==> config.mk <==
export PLATFORM = sky130hd
export DESIGN_NAME = id_ex_stage
export DESIGN_NICKNAME = d
export VERILOG_FILES = /design/src/rtl/id_ex_stage.sv
export SDC_FILE = /design/constraint.sdc
export NUM_CORES = 1
export LEC_CHECK = 0
export BUFFER_PORTS_ARGS = -buffer_cell sky130_fd_sc_hd__buf_2
export CAP_MARGIN = 20
export CORE_AREA = 4 4 220 222
export DETAILED_ROUTE_END_ITERATION = 12
export DIE_AREA = 0 0 224 226
export GPL_ROUTABILITY_DRIVEN = 1
export SYNTH_ARGS = -nofsm -noshare
export SYNTH_HDL_FRONTEND = slang
export SYNTH_SLANG_ARGS = --single-unit
==> constraint.sdc <==
create_clock -name clk -period 2.3 [get_ports clk]
set_input_delay 0.23 -clock clk [delete_from_list [all_inputs] [get_ports clk]]
set_output_delay 0.23 -clock clk [all_outputs]
set_load 0.01 [all_outputs]
==> src/rtl/id_ex_stage.sv <==
// ID/EX pipeline register with EX-stage operand forwarding, load-use bubble
// insertion, flush and hold handling for the RV64 scalar core.
module id_ex_stage (
  input  logic        clk,
  input  logic        rst_n,
  input  logic        id_valid,
  input  logic [4:0]  id_rs1,
  input  logic [4:0]  id_rs2,
  input  logic [4:0]  id_rd,
  input  logic        id_use_rs1,
  input  logic        id_use_rs2,
  input  logic [63:0] id_rs1_data,
  input  logic [63:0] id_rs2_data,
  input  logic [63:0] id_imm,
  input  logic        id_alu_src,
  input  logic [3:0]  id_alu_control,
  input  logic        id_reg_write,
  input  logic        id_mem_read,
  input  logic        id_mem_write,
  input  logic        mem_reg_write,
  input  logic [4:0]  mem_rd,
  input  logic [63:0] mem_result,
  input  logic        wb_reg_write,
  input  logic [4:0]  wb_rd,
  input  logic [63:0] wb_data,
  input  logic        flush,
  input  logic        hold,
  output logic        stall_id,
  output logic        ex_valid,
  output logic [4:0]  ex_rd,
  output logic        ex_reg_write,
  output logic        ex_mem_read,
  output logic        ex_mem_write,
  output logic [63:0] aluin1_ex,
  output logic [63:0] aluin2_ex,
  output logic [3:0]  alu_control,
  output logic [63:0] ex_store_data
);

  typedef struct packed {
    logic        valid;
    logic [4:0]  rs1;
    logic [4:0]  rs2;
    logic [4:0]  rd;
    logic [63:0] rs1_data;
    logic [63:0] rs2_data;
    logic [63:0] imm;
    logic        alu_src;
    logic [3:0]  alu_control;
    logic        reg_write;
    logic        mem_read;
    logic        mem_write;
  } ex_slot_t;

  ex_slot_t    r_ex;
  ex_slot_t    w_next;
  logic        w_hazard;
  logic [63:0] w_fwd_rs1;
  logic [63:0] w_fwd_rs2;

  // MEM is younger than WB, so it wins; x0 is hard-wired and never forwarded.
  function automatic logic [63:0] fwd(
    input logic [4:0]  idx,
    input logic [63:0] stored,
    input logic        m_we,
    input logic [4:0]  m_rd,
    input logic [63:0] m_val,
    input logic        w_we,
    input logic [4:0]  w_rd,
    input logic [63:0] w_val
  );
    if (m_we && m_rd != 5'd0 && m_rd == idx)      return m_val;
    else if (w_we && w_rd != 5'd0 && w_rd == idx) return w_val;
    else                                          return stored;
  endfunction

  assign w_hazard = id_valid && r_ex.valid && r_ex.mem_read && (r_ex.rd != 5'd0) &&
                    ((id_use_rs1 && r_ex.rd == id_rs1) || (id_use_rs2 && r_ex.rd == id_rs2));
  // A redirect discards the ID instruction, so holding it would be pointless.
  assign stall_id = w_hazard && !flush;

  always_comb begin
    // NOTE: default assigned first so every path drives w_next and no latch is inferred.
    w_next = r_ex;
    if (flush) begin
      w_next = '0;
    end else if (hold) begin
      w_next = r_ex;
    end else if (stall_id) begin
      w_next = '0;
    end else begin
      w_next.valid       = id_valid;
      w_next.rs1         = id_rs1;
      w_next.rs2         = id_rs2;
      w_next.rd          = id_rd;
      // Register file is written and read in the same cycle; take the write value.
      w_next.rs1_data    = (wb_reg_write && wb_rd != 5'd0 && wb_rd == id_rs1) ? wb_data : id_rs1_data;
      w_next.rs2_data    = (wb_reg_write && wb_rd != 5'd0 && wb_rd == id_rs2) ? wb_data : id_rs2_data;
      w_next.imm         = id_imm;
      w_next.alu_src     = id_alu_src;
      w_next.alu_control = id_alu_control;
      w_next.reg_write   = id_reg_write;
      w_next.mem_read    = id_mem_read;
      w_next.mem_write   = id_mem_write;
    end
  end

  always_ff @(posedge clk or negedge rst_n) begin
    // NOTE: non-blocking assignment so all state updates see pre-edge values.
    if (!rst_n) r_ex <= '0;
    else        r_ex <= w_next;
  end

  assign w_fwd_rs1 = fwd(r_ex.rs1, r_ex.rs1_data, mem_reg_write, mem_rd, mem_result,
                         wb_reg_write, wb_rd, wb_data);
  assign w_fwd_rs2 = fwd(r_ex.rs2, r_ex.rs2_data, mem_reg_write, mem_rd, mem_result,
                         wb_reg_write, wb_rd, wb_data);

  assign ex_valid      = r_ex.valid;
  assign ex_rd         = r_ex.rd;
  assign ex_reg_write  = r_ex.reg_write;
  assign ex_mem_read   = r_ex.mem_read;
  assign ex_mem_write  = r_ex.mem_write;
  assign alu_control   = r_ex.alu_control;
  assign aluin1_ex     = w_fwd_rs1;
  assign aluin2_ex     = r_ex.alu_src ? r_ex.imm : w_fwd_rs2;
  assign ex_store_data = w_fwd_rs2;

endmodule

# Word-level counts from Yosys, hierarchy flattened
# Cells that the tools add are included.
dict set report op_classes {
  n_reduce_logical 20
  n_mux 10
  n_eq_ne 9
}
# cell count
set ops {}
lappend ops {{$mux W216} 3}
lappend ops {{$mux W64} 7}
lappend ops {{$eq A5 B5 Y1} 8}
lappend ops {{$logic_and A1 B1 Y1} 15}
lappend ops {{$reduce_bool A5 Y1} 3}
lappend ops {{$ne A2 B2 Y1 const B} 1}
lappend ops {{$logic_not A1 Y1} 1}
lappend ops {{$logic_or A1 B1 Y1} 1}
dict set report totals {
  word_cells 51
  ff_bits 216
  out_inout_bits 206
}

# Longest topological paths before layout
dict set report logic_depth {
  ltp_word 8
  ltp_mapped 8
}

# Least setup slack after synthesis
# OpenSTA, ideal clock, no wires.
dict set report synth_timing {
  path_kind {input -> output}
  from {input port wb_rd[4]}
  to {output port aluin1_ex[10]}
  slack_ns 0.099
  n_path_buf 3
  arrival_time_ns 1.971
  path_stages 8
  path_cell_list {buf_2 > or4_4 > o21ai_2 > nor4_1 > buf_2 > buf_4 > mux2i_1 > o21ai_0}
}
dict set report synth_between {
  elab_chain_len 5
  elab_cells_between_ends 6
  cone_classes {1 x eq/ne; 2 x mux; 3 x reduce/logical}
}
# item line
set synth_lines {}
lappend synth_lines {{start, declared} 24} ;# input logic [4:0] wb_rd,
lappend synth_lines {{$reduce_bool A5 Y1} 73} ;# else if (w_we && w_rd != 5'd0 && w_rd == idx) return w_val;
lappend synth_lines {{$logic_and A1 B1 Y1} 73}
lappend synth_lines {{$logic_and A1 B1 Y1 (*)} 73}
lappend synth_lines {{$mux W64 (*)} 73}
lappend synth_lines {{$mux W64 (*)} 72} ;# if (m_we && m_rd != 5'd0 && m_rd == idx) return m_val;
lappend synth_lines {{end, declared} 34} ;# output logic [63:0] aluin1_ex,
# Mark *: on every way between the ends. The rest lies on a longest branch, timed or not.

# Worst setup path after layout
dict set report layout_timing {
  from {register r_ex[208] in the netlist's numbering}
  to {output port aluin2_ex[16]}
}
dict set report layout_between {
  elab_chain_len 5
  elab_cells_between_ends 7
  cone_classes {2 x eq/ne; 3 x mux; 2 x reduce/logical}
}
# item line
set layout_lines {}
lappend layout_lines {{start, declared} 55} ;# ex_slot_t r_ex;
lappend layout_lines {{start signal, assigned} 111} ;# else r_ex <= w_next;
lappend layout_lines {{$eq A5 B5 Y1} 73}
lappend layout_lines {{$logic_and A1 B1 Y1} 73}
lappend layout_lines {{$mux W64} 73}
lappend layout_lines {{$mux W64 (*)} 72}
lappend layout_lines {{$mux W64 (*)} 126} ;# assign aluin2_ex = r_ex.alu_src ? r_ex.imm : w_fwd_rs2;
lappend layout_lines {{end, declared} 35} ;# output logic [63:0] aluin2_ex,
# Marked as above.

==> impl_metrics.ini <==
[sta]
hold_viol = 0
fin_tns_setup_ps = -86790
fin_crit_sh = 1.265
max-slew-margin-rel = 0.2389
fin_ws_ps = -609.8
rsz0062_at_grt = true
finalSetupViolations = 193
post-route-min-period_ps = 2910
drv_slew = 0
worst_pin_slew_ps = 1142
fmax_mhz = 343.7
clock_skew_ps = 13.66

[layout]
final_layout_size_suffix_gt1_frac = 0.5063
fin_nets = 2739
area_delta_synth_final_pct = 50.90
final_core_util = 0.5449
nFillCells = 4052
final_cell_area_um2 = 25260

[drt]
routed_via_density = 6.158
dr.first_iter.drc_count = 2362
drc = 0
dr.pass1.iters = 8
wl_per_cell_um = 27.57
ant_nets = 0
routed_wl_um = 82900
via_count = 18520

[logic_synthesis]
synthFlopType = dfrtp_1
synth.ff_latch_count = 216
ys_seq_area_frac = 0.3229
yosysMostFrequentCell = dfrtp_1
ys_top_cells_by_area = dfrtp_1, mux2i_1, o31ai_1
syn_area_um2 = 16740
syn_nets = 2125
yosysTopAreaCell = dfrtp_1
synthDominantCellAreaShare = 0.3229
ys_top_cells_by_count = dfrtp_1, mux2i_1, o31ai_1
synth-edff-count = 0
syn_inst = 1763
ys_async_sr_fraction = 1.000
synth_cell_type_count = 45
yosysWarnings = 0
syn_area_per_cell_um2 = 9.495

[clocking]
cts_tree = built
cts_buffer_depth = 3
root_buffer = clkbuf_16
clock-sinks = 216
htreeDepth = 1
clk_latency_ps = 550
path_clk_slew_ps = 60
cts_buffers = 27

[setup_path]
critPathKind = reg2out
endpoint_kind = output port
arrival_ps = 2680
regToRegSetupSlack_ps = 10
r2r_start = ex_rd[2]
reg2reg_to = r_ex[34]
path_max_fanout = 8
critical_path.slowest_cell = dfrtp_1
max_stage_delay_ps = 410
r2r_cells = 7
crit_chain = xnor2_1 -> buf_4 -> nand4_4 -> buf_4 -> buf_6 -> o31ai_4 -> a31oi_2 -> mux2_2 -> buf_2
cp-startpoint = r_ex[208]
cp-start-kind = flip-flop
cpMostUsedCell = buf_4
cp.required_ps = 2070

[grt]
grt_max_degree = 128
groute.layer.met1.usage = 0.3769
grt_pass1_vias = 18070
met3_usage = 0.07448
use_met2 = 0.4437
grt_pass1_wl_um = 112300
grt.total_usage = 0.2839
grt_most_used_layer = met2
antenna_found_initial = 10
overflow = 0

[outcome]
status = complete, but fails checks
violations = setup timing

[placed_design]
placed_area_um2 = 20290
numPortBuffers = 567
place_hpwl_um = 48130
routabilityCongestion = 0.9241

[hold_path]
worstHoldPathCells = 3
hold_class = in2reg
holdPathEnd = r_ex[180]
hold_path_startpoint = id_rs1_data[44]

[power_and_ir_drop]
p_leak_uw = 0.01019
fin_total_pwr_uw = 12500
p_per_area_nw_per_um2 = 494.9
max-vdd-ir-drop_v = 0.0004925

[floorplanning]
row_count = 79
core_area_um2 = 46360
ios = 568
die_w_um = 224
initial_utilization = 0.3611
die_h_um = 226
die_area_um2 = 50620

[job]
drv_cap = 0
[critical path: cells and delay by family, from the launching register on]
| family | cells | cell delay (ps) |
|---|---|---|
| AO/OA/AOI/OAI | 2 | 430 |
| multiplexers | 1 | 300 |
| flip-flops | 1 | 410 |
| buffers and inverters | 4 | 680 |
| XOR/XNOR | 1 | 170 |
| AND/OR/NAND/NOR | 1 | 130 |
[where the power goes]
part           switching [µW]  internal [µW]
Clock                    1780           2660
Combinational            2140           1710
Sequential                193           4020
Total                    4110           8390
[sequential cells by signal, indices dropped and copies added, names as in the netlist]
register,count
ex_mem_write,1
ex_rd,5
ex_valid,1
alu_control,4
ex_reg_write,1
r_ex,203
ex_mem_read,1
[worst max path at each step]
stage	to	slack, ps	depth (start not counted)
6_report	aluin2_ex[16]	-610	9
2_1_floorplan	aluin1_ex[10]	100	8
5_1_grt	aluin2_ex[16]	-680	9
4_1_cts	aluin2_ex[5]	-600	9
3_3_place_gp	aluin1_ex[16]	-210	10
3_5_place_dp	aluin1_ex[16]	-220	10
[through the flow]
stage,setup WS [ps],hold WS [ps],cells
2_1_floorplan,99.02,-65.59,1763
3_3_place_gp,-211.5,188.2,2859
3_5_place_dp,-221.9,184.4,2859
4_1_cts,-601.3,0.3739,2973
5_1_grt,-677.9,14.55,3006
6_report,-609.8,17.83,3007
[metal layers]
metal,vias up,share of wire
met1,9063,0.39
met2,1311,0.46
met5,-,0.00066
met3,257,0.11
li1,7877,-
met4,8,0.038
[cells by family after synthesis]
family | Yosys count | share of synthesized area
buffers and inverters | 230 | 0.1081
AO/OA/AOI/OAI | 503 | 0.2092
multiplexers | 256 | 0.1579
flip-flops | 216 | 0.3229
AND/OR/NAND/NOR | 520 | 0.1821
XOR/XNOR | 38 | 0.01988
[what timing repair did]
item,4_1_cts,5_1_grt
buffers inserted,36,30
endpoints found under the setup margin,194,280
hold buffers,13,0
pin swaps,38,92
cloned,20,21
endpoints found under the hold margin,57,0
resized for setup,241,328
[cell usage in the layout, fill, tap and decap left out, types with 7 or more instances in the layout]
cell | Yosys | layout
mux2i_4 | 0 | 24
o21ai_0 | 139 | 75
o31ai_4 | 0 | 54
mux2_4 | 0 | 12
buf_12 | 7 | 66
mux2i_1 | 192 | 152
nand2_4 | 0 | 18
buf_16 | 0 | 19
a21oi_1 | 88 | 88
nor4_2 | 0 | 13
a31oi_2 | 60 | 52
buf_4 | 23 | 104
xor2_1 | 16 | 15
dlygate4sd3_1 | 2 | 13
buf_8 | 2 | 10
mux2i_2 | 0 | 16
mux2_2 | 64 | 52
a31oi_4 | 0 | 10
nand2_1 | 153 | 115
xnor2_2 | 0 | 7
clkbuf_16 | 0 | 42
dfrtp_1 | 216 | 211
o31ai_2 | 0 | 26
o21ai_4 | 1 | 10
o31ai_1 | 192 | 112
xnor2_1 | 22 | 15
nand2_2 | 0 | 20
nor4_1 | 70 | 54
buf_2 | 10 | 528
nand4_1 | 64 | 64
o21ai_1 | 13 | 36
buf_6 | 33 | 57
nor2b_1 | 88 | 88
nand3b_1 | 128 | 128
o21ai_2 | 2 | 34
[final cells by class]
type	instances	area, µm²	area share
antenna	6	15.01	0.0005944
sequential	216	5414	0.2143
clock buffer	37	773.2	0.03061
timing repair buffer	813	6598	0.2612
tap	607	759.5	0.03007
multi-input combinational	1317	11570	0.4581
clock inverter	9	122.6	0.004854
inverter	2	7.507	0.0002972
No activity file was read; power rests on OpenSTA's default activity.
